==> config.mk <==
export PLATFORM = sky130hd
export DESIGN_NAME = add32_flat
export DESIGN_NICKNAME = d
export VERILOG_FILES = /design/src/rtl/add32_pkg.sv /design/src/rtl/add32_if.sv /design/src/rtl/add32_cla4.sv /design/src/rtl/add32.sv /design/src/flat_wrapper.sv
export SDC_FILE = /design/constraint.sdc
export NUM_CORES = 1
export LEC_CHECK = 0
export CAP_MARGIN = 25
export CORE_ASPECT_RATIO = 0.9
export CORE_UTILIZATION = 43
export DETAILED_ROUTE_END_ITERATION = 8
export GPL_TIMING_DRIVEN = 1
export PLACE_DENSITY = 0.83
export REMOVE_ABC_BUFFERS = 1
export SYNTH_ARGS = -nofsm -noshare
export SYNTH_HDL_FRONTEND = slang
export SYNTH_SLANG_ARGS = --single-unit
export TNS_END_PERCENT = 20
==> constraint.sdc <==
create_clock -name clk -period 1 [get_ports clk]
set_clock_uncertainty 0.15 [all_clocks]
set_input_delay 0.25 -clock clk [delete_from_list [all_inputs] [get_ports clk]]
set_output_delay 0.25 -clock clk [all_outputs]
set_load 0.05 [all_outputs]
==> src/rtl/add32_pkg.sv <==
// Shared sizing constants and types for the add32 datapath adder.
package add32_pkg;
  localparam int unsigned WIDTH = 32;
  localparam int unsigned BLOCK = 4;
  localparam int unsigned NBLK  = WIDTH / BLOCK;

  typedef logic [WIDTH-1:0] word_t;
endpackage

==> src/rtl/add32_if.sv <==
// Operand/result bundle for add32: operands in, registered sum and flags out.
interface add32_if #(parameter int unsigned WIDTH = add32_pkg::WIDTH);
  logic [WIDTH-1:0] a;
  logic [WIDTH-1:0] b;
  logic [WIDTH-1:0] z;
  logic             cout;
  logic             ovf;
  logic             zero;

  modport master (output a, b, input z, cout, ovf, zero);
  modport slave  (input a, b, output z, cout, ovf, zero);
endinterface

==> src/rtl/add32_cla4.sv <==
// 4-bit carry-lookahead block: local sum plus group generate/propagate.
module cla4
  import add32_pkg::*;
(
  input  logic [BLOCK-1:0] a,
  input  logic [BLOCK-1:0] b,
  input  logic             cin,
  output logic [BLOCK-1:0] s,
  output logic             G,
  output logic             P
);
  logic [3:0] g;
  logic [3:0] p;
  logic [3:0] c;

  assign g = a & b;
  assign p = a ^ b;

  // Carries are fully expanded so nothing ripples inside the block.
  assign c[0] = cin;
  assign c[1] = g[0] | (p[0] & cin);
  assign c[2] = g[1] | (p[1] & g[0]) | (p[1] & p[0] & cin);
  assign c[3] = g[2] | (p[2] & g[1]) | (p[2] & p[1] & g[0])
              | (p[2] & p[1] & p[0] & cin);

  assign s = p ^ c;
  assign G = g[3] | (p[3] & g[2]) | (p[3] & p[2] & g[1])
           | (p[3] & p[2] & p[1] & g[0]);
  assign P = &p;
endmodule

==> src/rtl/add32.sv <==
// Two-level carry-lookahead adder with registered sum, carry, overflow and zero flags.
module add32 #(
  parameter int unsigned WIDTH = add32_pkg::WIDTH
) (
  input  logic   clk,
  input  logic   rst_n,
  add32_if.slave bus
);
  import add32_pkg::*;

  localparam int unsigned NB = WIDTH / BLOCK;

  logic [WIDTH-1:0] sum;
  logic [NB-1:0]    grp_g;
  logic [NB-1:0]    grp_p;
  logic [NB:0]      blk_c;
  logic             term;

  logic [WIDTH-1:0] z_d, z_q;
  logic             cout_d, cout_q;
  logic             ovf_d, ovf_q;
  logic             zero_d, zero_q;
  logic             c_msb;

  for (genvar k = 0; k < NB; k++) begin : g_blk
    cla4 u_cla4 (
      .a   (bus.a[k*BLOCK +: BLOCK]),
      .b   (bus.b[k*BLOCK +: BLOCK]),
      .cin (blk_c[k]),
      .s   (sum[k*BLOCK +: BLOCK]),
      .G   (grp_g[k]),
      .P   (grp_p[k])
    );
  end

  // Each block carry-in is a flat sum-of-products over lower groups, not a G/P ripple.
  always_comb begin
    blk_c = '0;
    term  = 1'b0;
    for (int unsigned k = 1; k <= NB; k++) begin
      for (int unsigned j = 0; j < k; j++) begin
        term = grp_g[j];
        for (int unsigned m = j + 1; m < k; m++) begin
          term = term & grp_p[m];
        end
        blk_c[k] = blk_c[k] | term;
      end
    end
  end

  // Carry into the MSB recovered from its propagate and sum bits.
  assign c_msb  = bus.a[WIDTH-1] ^ bus.b[WIDTH-1] ^ sum[WIDTH-1];
  assign z_d    = sum;
  assign cout_d = blk_c[NB];
  assign ovf_d  = c_msb ^ blk_c[NB];
  assign zero_d = ~|sum;

  always_ff @(posedge clk or negedge rst_n) begin
    if (!rst_n) begin
      z_q    <= '0;
      cout_q <= 1'b0;
      ovf_q  <= 1'b0;
      zero_q <= 1'b1;
    end else begin
      z_q    <= z_d;
      cout_q <= cout_d;
      ovf_q  <= ovf_d;
      zero_q <= zero_d;
    end
  end

  assign bus.z    = z_q;
  assign bus.cout = cout_q;
  assign bus.ovf  = ovf_q;
  assign bus.zero = zero_q;
endmodule

==> src/flat_wrapper.sv <==
// flat-port wrapper written by rule: the top's interface ports become plain ports
module add32_flat import add32_pkg::*;
#(
  parameter int unsigned WIDTH = add32_pkg::WIDTH
)
  (clk, rst_n, bus_a, bus_b, bus_z, bus_cout, bus_ovf, bus_zero);
  add32_if #(.WIDTH(WIDTH)) bus_i ();
  input  logic clk;
  input  logic rst_n;
  input wire logic [$bits(bus_i.a)-1:0] bus_a;
  input wire logic [$bits(bus_i.b)-1:0] bus_b;
  output wire logic [$bits(bus_i.z)-1:0] bus_z;
  output wire logic [$bits(bus_i.cout)-1:0] bus_cout;
  output wire logic [$bits(bus_i.ovf)-1:0] bus_ovf;
  output wire logic [$bits(bus_i.zero)-1:0] bus_zero;
  assign bus_i.a = bus_a;
  assign bus_i.b = bus_b;
  assign bus_z = bus_i.z;
  assign bus_cout = bus_i.cout;
  assign bus_ovf = bus_i.ovf;
  assign bus_zero = bus_i.zero;
  add32 #(.WIDTH(WIDTH)) u_core (.clk(clk), .rst_n(rst_n), .bus(bus_i));
endmodule
==> results of run 1 <==
-- cells by family after synthesis --
| kind of cell | count (synthesis) |
|---|---|
| xor gates and xnor gates | 21 |
| adders and majority gates | 40 |
| buffers and inverters | 12 |
| and+or+nand+nor | 67 |
| DFF | 35 |
| muxes | 1 |
| AOI/OAI and AO/OA | 51 |
-- per-stage QoR --
stage	instance area, um^2	setup TNS (ns)
3_5_place_dp	4400	-62.66
2_1_floorplan	2410	-36.32
3_3_place_gp	4400	-58.98
==> flow_metrics.env, run 1 <==
export IMPL_dp_slack_ns=-3.31
export IMPL_synthXorXnorAreaFrac_pct=7.62
export IMPL_synthDistinctLibCells=46
export IMPL_yosys_area_share_simple_pct=15.1
export IMPL_cts_inserted_buffers=5
export IMPL_async_flop_share_pct=100
export IMPL_synth_edf_count=0
export IMPL_die_h_um=73.1
export IMPL_dp_hpwl_um=6430
export IMPL_synth_area_leaders="dfrtp_1 35%, ha_1 17%, fa_1 6.6%, xnor2_1 4.0%, xor2_1 3.6%"
export IMPL_cts_resized=249
export IMPL_lastStage="clock tree synthesis (4_1_cts)"
export IMPL_yosysMostFrequentCell="dfrtp_1"
export IMPL_gp_congestion=0.871
export IMPL_ctsRootBufferMaster="clkbuf_8"
export IMPL_ios=101
export IMPL_ys_top_cells_by_count="34 x dfrtp_1, 32 x ha_1, 19 x nor2_1"
export IMPL_die_w_um=81.0
export IMPL_io_buffer_count=100
export IMPL_row_count=25
export IMPL_synth_top_area_share_pct=35.3
export IMPL_ctsLongestPathBuffers=2
export IMPL_synth_compound_area_share_pct=15.3
export IMPL_ys_warn_count=0
export IMPL_h_tree_depth=2
export IMPL_synth_ff_type="dfrtp_1"
export IMPL_synthAdderAreaFrac_pct=23.2
export IMPL_start_util_pct=45.4
export IMPL_syn_avg_cell_area_um2=10.6
export IMPL_cts_hold_buf=1
export IMPL_yosysTopAreaCell="dfrtp_1"
export IMPL_status="stopped before the end"
export IMPL_synthMuxAreaShare_pct=0.467
export IMPL_synth_cells=227
export IMPL_synth_seq_cells=35
export IMPL_cts_setup_buffers=29
export IMPL_synth_top_family_by_area="adder cells"
export IMPL_cts_sinks=35
export IMPL_netlist_area_mm2=0.00241
export IMPL_stop_error="[ERROR DPL-0033] detailed placement checks failed during check placement."
export IMPL_dp_cells=468
export IMPL_seq_area_frac_synth_pct=36.4
==> run 2, diff against run 1 <==
--- a/config.mk
+++ b/config.mk
@@ -6,11 +6,10 @@
 export NUM_CORES = 1
 export LEC_CHECK = 0
 export CAP_MARGIN = 25
-export CORE_ASPECT_RATIO = 0.9
-export CORE_UTILIZATION = 43
+export CORE_UTILIZATION = 35
 export DETAILED_ROUTE_END_ITERATION = 8
 export GPL_TIMING_DRIVEN = 1
-export PLACE_DENSITY = 0.83
+export PLACE_DENSITY_LB_ADDON = 0.15
 export REMOVE_ABC_BUFFERS = 1
 export SYNTH_ARGS = -nofsm -noshare
 export SYNTH_HDL_FRONTEND = slang
==> run 2 against run 1 <==
Compared with the run above:
- the flow now finishes, with violations (setup timing)
- synthesized area stayed put
- synthesized cell count did not move
==> flow_metrics.env, run 2 <==
export IMPL_status="finished with violations"
export IMPL_violations="setup timing"
export IMPL_drc=0
export IMPL_fin_setup_tns_ns=-45.79
export IMPL_cts_inserted_buffers=5
export IMPL_fin_cells=517
export IMPL_drv_cap=0
export IMPL_vias=2578
export IMPL_fp_dieArea_mm2=0.00723
export IMPL_setup_worst_path_end_class="register"
export IMPL_grt_pass1_vias=2808
export IMPL_overflow=0
export IMPL_syn_avg_cell_area_um2=10.6
export IMPL_dp_hpwl_um=6300
export IMPL_required_ns=1.09
export IMPL_crit_buf_inv=3
export IMPL_yosysTopAreaCell="dfrtp_1"
export IMPL_fin_crit_ns=3.47
export IMPL_fin_crit_sh_pct=347
export IMPL_setup_viol=69
export IMPL_num_nets_final=546
export IMPL_ctsLongestPathBuffers=2
export IMPL_via_per_inst=4.99
export IMPL_netlist_area_mm2=0.00241
export IMPL_core_area_mm2=0.00649
export IMPL_slowest_stage="fa_1"
export IMPL_start_util_pct=37.1
export IMPL_die_h_um=85.0
export IMPL_max_stage_delay_ns=0.52
export IMPL_ys_top_cells_by_count="34 x dfrtp_1, 32 x ha_1, 19 x nor2_1"
export IMPL_p_total_mw=7.68
export IMPL_synth_edf_count=0
export IMPL_synthDistinctLibCells=46
export IMPL_syn2layout_area_growth_pct=121
export IMPL_grt_pass1_wl_um=13200
export IMPL_hold_path_class="in -> reg"
export IMPL_cts_sinks=35
export IMPL_power_leakage_nw=2.40
export IMPL_start_kind="input port"
export IMPL_power_density_mw_per_mm2=1440
export IMPL_path_depth=17
export IMPL_h_tree_depth=2
export IMPL_async_flop_share_pct=100
export IMPL_drt_iter0_drc=43
export IMPL_final_common_cell="buf_4"
export IMPL_dr_pass1_iters=4
export IMPL_placed_cell_area_mm2=0.00444
export IMPL_clkTransAtPathRegs_ns=0.07
export IMPL_largest_reg_flops=32
export IMPL_maxSlewViolCount=0
export IMPL_ir_worst_vdd_mv=0.595
export IMPL_yosysMostFrequentCell="dfrtp_1"
export IMPL_antenna_found_initial=0
export IMPL_synth_seq_cells=35
export IMPL_startpoint="bus_b[17]"
export IMPL_grt_start_max_net_pins=13
export IMPL_track_usage_pct=23.3
export IMPL_crit_type="in -> reg"
export IMPL_fin_ws_ns=-2.47
export IMPL_maxSlewHeadroom_pct=65.0
export IMPL_cts_tree="built"
export IMPL_crit_path_end="u_core.bus.zero$_DFF_PN1_"
export IMPL_path_cells="buf_6 > ha_4 > nand4_1 > buf_4 > nor3_2 > a32oi_2 > nand4b_4 > o221ai_4 > a221oi_4 > a21oi_2 > fa_1 > inv_2 > nor4_2 > and4b_1 > nand3_2 > a2111oi_4 > and4bb_1"
export IMPL_row_count=29
export IMPL_wl_um=8560
export IMPL_gp_congestion=0.837
export IMPL_tightest_slew_ns=0.519
export IMPL_cp_arrival_ns=3.55
export IMPL_layout_common_cells="99 x buf_4, 35 x buf_12, 34 x dfrtp_1, 21 x ha_4"
export IMPL_hold_viol_final=0
export IMPL_synth_top_area_share_pct=35.3
export IMPL_ys_warn_count=0
export IMPL_dp_cells=482
export IMPL_ios=101
export IMPL_antenna_left=0
export IMPL_drive_gt1_share_pct=62.5
export IMPL_synth_ff_type="dfrtp_1"
export IMPL_cp_max_fo=3
export IMPL_ctsRootBufferMaster="clkbuf_8"
export IMPL_fin_area_mm2=0.00534
export IMPL_antenna_cells=0
export IMPL_rsz0062_at_grt="yes"
export IMPL_fmax_mhz=289
export IMPL_io_buffer_count=100
export IMPL_synth_cells=227
export IMPL_die_w_um=85.0
export IMPL_routedWlPerCell_um=16.6
export IMPL_seq_area_frac_synth_pct=36.4
export IMPL_critPathTopFamily="simple AND/OR/NAND/NOR gates"
export IMPL_synth_area_leaders="dfrtp_1 35%, ha_1 17%, fa_1 6.6%, xnor2_1 4.0%, xor2_1 3.6%"
## run 2: cell counts after synthesis
Identical to the previous run, type by type.
## run 2: power by group
part	internal, mW	leakage [nW]	total, mW	switching [mW]
Clock	0.541	0.0470	1.06	0.522
Sequential	1.70	0.407	1.94	0.241
Combinational	2.42	1.95	4.68	2.26
## run 2: logic make-up after synthesis
kind of cell,Yosys count,synth area share (%)
adders and majority gates,40,23.2
xor gates and xnor gates,21,7.62
and+or+nand+nor,67,15.1
buffers and inverters,12,1.87
DFF,35,36.4
AOI/OAI and AO/OA,51,15.3
muxes,1,0.467
## run 2: what timing repair did
| item | CTS | global route |
|---|---|---|
| hold endpoints to repair | 35 | 0 |
| resized for setup | 210 | 53 |
| pin swaps | 62 | 29 |
| endpoints found under the setup margin | 69 | 79 |
| buffers inserted | 16 | 13 |
| hold buffers | 1 | 0 |
## run 2: how the worst min path moves through the flow
| stage | depth (start not counted) | start | end | slack, ns |
|---|---|---|---|---|
| after CTS | 3 | bus_a[16] | u_core.bus.z[16]$_DFF_PN0_ | 0.19 |
| after global routing | 2 | bus_b[0] | u_core.bus.z[0]$_DFF_PN0_ | 0.19 |
| after floorplan | 0 | rst_n | u_core.bus.cout$_DFF_PN0_ | -0.20 |
| final | 2 | bus_b[0] | u_core.bus.z[0]$_DFF_PN0_ | 0.20 |
| after global placement | 1 | rst_n | u_core.bus.z[5]$_DFF_PN0_ | -0.006 |
| after detailed placement | 1 | rst_n | u_core.bus.z[5]$_DFF_PN0_ | -0.007 |
## run 2: final cells by class
type	count	area (um^2)
Tap cell	77	96.3
Fill cell	352	1160
Clock buffer	6	82.6
Timing Repair Buffer	206	2070
Clock inverter	1	5.00
Inverter	12	45.0
Sequential cell	35	877
Multi-Input combinational cell	180	2160
## run 2: through the flow
step / hold slack, ns / util, % / worst slack [ns]
floorplan: -0.196 / - / -2.55
global route: 0.192 / 82.2 / -2.64
global placement: -0.00566 / 68.4 / -3.13
detailed placement: -0.00727 / 68.4 / -3.29
CTS: 0.186 / 78.1 / -2.46
finish: 0.199 / 82.2 / -2.47
## run 2: per-layer routing
layer,share of wire [%],vias up,track usage [%],wire [um]
li1,-,1247,-,-
met4,1.3,0,4.78,110
met2,56,71,44.7,4750
met3,3.6,13,3.11,304
met5,0,-,0,0
met1,40,1247,27.7,3390
(Power assumes the default switching activity.)
